--- config.mk ---
export PLATFORM = sky130hd
export DESIGN_NAME = out_bus_sequencer
export DESIGN_NICKNAME = d
export VERILOG_FILES = /design/src/rtl/out_bus_sequencer.sv
export SDC_FILE = /design/constraint.sdc
export NUM_CORES = 1
export LEC_CHECK = 0
export CAP_MARGIN = 10
export CORE_ASPECT_RATIO = 0.9
export CORE_MARGIN = 2
export CORE_UTILIZATION = 30
export CTS_CLUSTER_DIAMETER = 40
export DETAILED_ROUTE_END_ITERATION = 8
export PLACE_DENSITY = 0.72
export SLEW_MARGIN = 15
export SYNTH_ARGS = -nofsm -noshare
export SYNTH_HDL_FRONTEND = slang
export SYNTH_SLANG_ARGS = --single-unit
--- constraint.sdc ---
create_clock -name CLK -period 1.3 [get_ports CLK]
set_input_delay 0.13 -clock CLK [delete_from_list [all_inputs] [get_ports CLK]]
set_output_delay 0.13 -clock CLK [all_outputs]
set_load 0.01 [all_outputs]
--- src/rtl/out_bus_sequencer.sv ---
// Registered output-bus multiplexer: manual channel select or timed auto-scan, with hold/freeze.
// Auto-scan (SCAN state, dwell counter, MODE handling) is built only when OUT_BUS_SEQUENCER_SCAN_EN is defined.
module out_bus_sequencer #(
   parameter int WIDTH    = 8,
   parameter int CHANNELS = 5,
   parameter int SEL_W    = 3,
   parameter int DWELL    = 16
) (
   input  logic                      CLK,
   input  logic                      RST,
   input  logic [CHANNELS*WIDTH-1:0] IN_DATA,
   input  logic [SEL_W-1:0]          SELECT,
   input  logic                      MODE,
   input  logic                      HOLD,
   output logic [WIDTH-1:0]          OUT_DATA,
   output logic [SEL_W-1:0]          OUT_CH,
   output logic                      OUT_VALID,
   output logic                      OUT_CHANGE
);

   localparam int             NUM_SLOTS = 2 ** SEL_W;
   localparam logic [SEL_W:0] CH_LIM    = (SEL_W + 1)'(CHANNELS);

   logic [WIDTH-1:0] chan [NUM_SLOTS];
   logic [SEL_W-1:0] idx_nxt;
   logic [WIDTH-1:0] data_nxt;
   logic             valid_nxt;
   logic             change_nxt;

   // Unused index slots read as zero, so an out-of-range index needs no extra masking.
   for (genvar g = 0; g < NUM_SLOTS; g++) begin : g_chan
      if (g < CHANNELS) begin : g_used
         assign chan[g] = IN_DATA[g*WIDTH +: WIDTH];
      end else begin : g_pad
         assign chan[g] = '0;
      end
   end

`ifdef OUT_BUS_SEQUENCER_SCAN_EN
   localparam int               CNT_W    = $clog2(DWELL) + 1;
   localparam logic [CNT_W-1:0] CNT_LAST = CNT_W'(DWELL - 1);
   localparam logic [SEL_W-1:0] IDX_LAST = SEL_W'(CHANNELS - 1);

   typedef enum logic {ST_MANUAL, ST_SCAN} state_t;

   state_t           state, state_nxt;
   logic [CNT_W-1:0] cnt, cnt_nxt;
`else
   logic unused_mode;
   assign unused_mode = MODE;
`endif

   // NOTE: every output of this block gets a default first so no path leaves a latch behind.
   always_comb begin
      idx_nxt    = OUT_CH;
      data_nxt   = OUT_DATA;
      valid_nxt  = OUT_VALID;
      change_nxt = 1'b0;
`ifdef OUT_BUS_SEQUENCER_SCAN_EN
      state_nxt  = state;
      cnt_nxt    = cnt;
`endif
      if (!HOLD) begin
`ifdef OUT_BUS_SEQUENCER_SCAN_EN
         case (state)
            ST_MANUAL: begin
               if (MODE) begin
                  state_nxt = ST_SCAN;
                  idx_nxt   = '0;
                  cnt_nxt   = '0;
               end else begin
                  idx_nxt = SELECT;
               end
            end
            ST_SCAN: begin
               if (!MODE) begin
                  state_nxt = ST_MANUAL;
                  cnt_nxt   = '0;
                  idx_nxt   = SELECT;
               end else if (cnt == CNT_LAST) begin
                  cnt_nxt = '0;
                  idx_nxt = (OUT_CH == IDX_LAST) ? '0 : OUT_CH + SEL_W'(1);
               end else begin
                  cnt_nxt = cnt + CNT_W'(1);
               end
            end
            default: state_nxt = ST_MANUAL;
         endcase
`else
         idx_nxt = SELECT;
`endif
         // Data follows the live channel value on every non-held edge, in both modes.
         data_nxt   = chan[idx_nxt];
         valid_nxt  = ({1'b0, idx_nxt} < CH_LIM);
         change_nxt = (idx_nxt != OUT_CH);
      end
   end

   // NOTE: registered state uses non-blocking assignments so every flop samples pre-edge values.
   always_ff @(posedge CLK) begin
      if (RST) begin
         OUT_DATA   <= '0;
         OUT_CH     <= '0;
         OUT_VALID  <= 1'b0;
         OUT_CHANGE <= 1'b0;
`ifdef OUT_BUS_SEQUENCER_SCAN_EN
         state      <= ST_MANUAL;
         cnt        <= '0;
`endif
      end else begin
         OUT_DATA   <= data_nxt;
         OUT_CH     <= idx_nxt;
         OUT_VALID  <= valid_nxt;
         OUT_CHANGE <= change_nxt;
`ifdef OUT_BUS_SEQUENCER_SCAN_EN
         state      <= state_nxt;
         cnt        <= cnt_nxt;
`endif
      end
   end

endmodule

; After elaboration in Yosys (flattened, before gate mapping)
; Index checks and enable logic that the tools add are counted.
[op_classes]
muxes = 3
n_bitwise = 1
n_reduce_logical = 1
n_eq_ne = 1
order_cmp = 2
[ops]
columns = cell, count
row1 = 8-bit binary-select mux with 3-bit select, 1
row2 = 8-bit two-way mux, 2
row3 = 4-bit greater-or-equal comparator (second input constant), 1
row4 = 3-bit inverter with 4-bit output, 1
row5 = 3-bit < comparator (second input constant), 1
row6 = 3-bit != test, 1
row7 = 2-bit OR reduction, 1
[word_totals]
word_cells = 12
output_inout_bits = 13
ff_bits = 13
input_bits = 47

; Depth between registers and ports, before layout
[depth]
word_depth = 4
mapped_depth = 5
depth_no_buf = 4

; Worst setup path before layout
; Ideal clock, no wire load.
[synth_timing]
path_type = input -> register
start = input port SELECT[0]
end = register OUT_DATA[4]
path_buffers = 1
t_arrival_ps = 986
path_stages = 4
setup_ps = 123
required_time_ps = 1177
path_slack_ps = 191
path_cell_list = buf_6 mux4_2 a222oi_1 inv_1
[synth_via]
elab_chain_len = 4
[synth_rtl]
columns = element, line_no
row1 = from (decl), 12  ; input logic [SEL_W-1:0] SELECT,
row2 = 3-bit inverter with 4-bit output (implied by the code), 93  ; data_nxt = chan[idx_nxt];
row3 = 8-bit binary-select mux with 3-bit select, 93
row4 = 8-bit two-way mux (implied by the code) (2 in series), 93
row5 = to (signal assigned), 111  ; OUT_DATA <= data_nxt;
row6 = to (decl), 15  ; output logic [WIDTH-1:0] OUT_DATA,
; Every way passes these cells. The select of a mux whose other input is x is not followed.
; A chain may end at the register's enable or synchronous reset.

; Worst setup path after layout
[layout_timing]
start = register OUT_CHANGE
end = output port OUT_CHANGE
[layout_rtl]
columns = element, line_no
row1 = from (decl), 18  ; output logic OUT_CHANGE
row2 = from (signal assigned), 114  ; OUT_CHANGE <= change_nxt;
; No word-level cell between the ends.

==> flow_summary.yaml <==
status:
  status: "finished, violations left"
  failed_checks: "design-rule violations"
flow_run:
  max_cap_viol_count: 0
finish:
  area_of_the_multi_input_gates_sq_um: 494.2
  layout_overhead_on_the_synthesized_area_pct: 93.24
  final_common_cell: "sky130_fd_sc_hd__clkdlybuf4s50_1"
  layout.core_utilization: 0.6271
  finish.net_count: 204
  antenna-diode-count: 0
  final-seq-area_sq_um: 260.3
  post_route_cells_drive_above_1_share: 0.1603
  layout.cells.most_common_list: "sky130_fd_sc_hd__clkdlybuf4s50_1 (42), sky130_fd_sc_hd__dfxtp_1 (13), sky130_fd_sc_hd__nor2_1 (12)"
  fillerInstances: 230
floorplan:
  die-area_sq_mm: 0.003149
  core_sq_mm: 0.002510
  die_y_um: 53.44
  design.portCount: 60
  rows: 17
  die_w_um: 58.93
  initial_util: 0.3245
routing:
  drt_first_iter_violations: 40
  wirelength_um: 2541
  drt_first_pass_iters: 7
  via_per_instance_ratio: 4.897
  drc_errors: 4
  antenna_nets_post_route: 0
  via_count: 901
  wire_per_inst_um: 13.81
synthesis:
  synthCells: 86
  ys_ff_latch: 13
  syn-mean-instance-area_sq_um: 9.471
  yosys_most_used_dff: "sky130_fd_sc_hd__dfxtp_1"
  synth_cell_types: 25
  netlist_area_sq_um: 814.5
  seq_area_frac_synth: 0.3195
  synth_top_area_cell: "sky130_fd_sc_hd__dfxtp_1"
  edff_count_synth: 0
  post_synth_main_area_contributors: "sky130_fd_sc_hd__dfxtp_1 (32%), sky130_fd_sc_hd__mux2i_1 (8.6%), sky130_fd_sc_hd__mux4_2 (8.3%)"
  synthesis.nets: 133
  yosys_warnings: 0
  synth_top_area_share: 0.3195
  async_flop_share: 0
critical_path:
  path_depth: 1
  crit_slowest_cell: "sky130_fd_sc_hd__clkdlybuf4s50_1"
  reg2reg_from: "OUT_DATA[5]"
  timing.critical_path.to: "OUT_CHANGE"
  crit_path_max_incr_delay_ns: 0.53
  setup.worst_path.start: "OUT_CHANGE"
  cp_cell_sequence: "clkdlybuf4s50_1"
  worst-r2r-setup-slack_ns: 0.47
  timing.critical_path.to_type: "output pin"
  largest_driver_fanout_on_the_critical_path: 1
  critical_path_required_ns: 1.17
  timing.critical_path.max_delay_family: "buffers and inverters"
  cp_num_buf_inv: 1
  worstSetupStartpointType: "flip-flop"
  worst-setup-path-type: "reg -> out"
  cp.arrival_ns: 1.13
  timing.rr.end: "OUT_DATA[5]"
  worst_r2r_path_depth: 2
clock_tree:
  tritoncts: "yes"
  numCtsBuffers: 3
  cts.hold.buffers_added: 0
  cts-root-to-sink-buffers: 2
  clock_sink_count: 13
  h-tree-depth: 1
  clkTransAtPathRegs_ns: 0.08
  worstSkewPairLatency_ns: 0.27
  cts_root_buffer: "sky130_fd_sc_hd__clkbuf_4"
  cts_setup_buffers: 0
sta:
  timing.setup.tns_ns: 0
  hold_violations: 0
  finalCritPeriodShare: 0.9691
  worst_hold_slack_ns: 0.2640
  report.final.setup_viol: 0
  timing.final.max_slew_violations: 0
  fmaxAchievable_mhz: 793.7
  finalCriticalPeriod_ns: 1.260
  max_slew.worst_pin.slew_ns: 0.4111
  fin_skew_ns: 0.00007766
  grt_setup_unrepaired: "false"
  worst_slew_margin_rel: 0.7188
place:
  place_hpwl_um: 2046
  routabilityCongestion: 0.7296
  place.port_buffers: 58
grt:
  grt_use_total: 0.1651
  grt_max_degree: 13
  grt_pass1_vias: 905
  grt_remaining_overflow: 0
  grt_pass1_wl_um: 3898
  antenna_found_initial: 0
power:
  static-leakage-power_uw: 0.0008028
  p_total_uw: 1068
  cellPowerDensity_mw_per_mm2: 678.7
  vdd.ir_drop.worst_mv: 0.3778
min_path:
  class_of_the_worst_hold_path: "in -> reg"
  hold_sp: "RST"
  timing.hold.worst_path_depth: 3
final cells by class:
type / instances / share of cell area
Timing Repair Buffer: 72 / 0.4650
Multi-Input combinational cell: 60 / 0.3140
Sequential cell: 13 / 0.1653
Tap cell: 28 / 0.02226
Clock buffer: 4 / 0.01669
Inverter: 7 / 0.01669
logic make-up (layout without fill, tap and decap cells):
family	after synthesis	in the layout	synth area share
muxes	14	14	0.2427
buffers and inverters	13	83	0.07680
and+or+nand+nor	24	24	0.1628
DFF	13	13	0.3195
xor gates and xnor gates	3	3	0.03226
AOI/OAI and AO/OA	19	19	0.1659
routing by layer:
| metal | global-route usage | share of wire |
|---|---|---|
| met5 | 0 | 0 |
| met4 | 0.04545 | 0.0071 |
| met3 | 0.03423 | 0.083 |
| met2 | 0.3074 | 0.52 |
| met1 | 0.1891 | 0.39 |
state kept, by name (all words and copies together), names as in the netlist:
name	flops
OUT_DATA	8
OUT_CH	3
OUT_CHANGE	1
OUT_VALID	1
worst min path at each step:
stage	slack (ns)	to
after floorplan	0.27	OUT_DATA[0]
after global placement	0.46	OUT_DATA[2]
after detailed placement	0.45	OUT_DATA[2]
after CTS	0.47	OUT_DATA[2]
after global routing	0.27	OUT_CH[1]
final	0.26	OUT_CH[2]
metrics by stage:
stage               instances  cell area (sq um)  worst slack, ns
global route              184               1574         0.002605
global placement          180               1511          -0.4056
floorplan                  86              814.5           0.1911
CTS                       184               1535         0.001871
detailed placement        180               1511          -0.4765
finish                    184               1574          0.04012
Yosys cell counts (all sizes together) (3+ instances only):
| library cell | number |
|---|---|
| xnor2 | 3 |
| a222oi | 4 |
| dfxtp | 13 |
| nand2b | 6 |
| o21ai | 4 |
| nor2 | 12 |
| a21oi | 5 |
| buf | 5 |
| mux4 | 4 |
| inv | 7 |
| mux2 | 3 |
| mux2i | 7 |
| a221oi | 3 |
report_power, final:
| part | switching, uW | internal, uW |
|---|---|---|
| Sequential | 14.4 | 424 |
| Clock | 129 | 119 |
| Combinational | 127 | 254 |
| Total | 271 | 797 |
what timing repair did:
item / CTS / global route
resized for setup: 6 / 15
setup endpoints to repair: 12 / 12
pin swaps: 0 / 3
(Power assumes the default switching activity.)
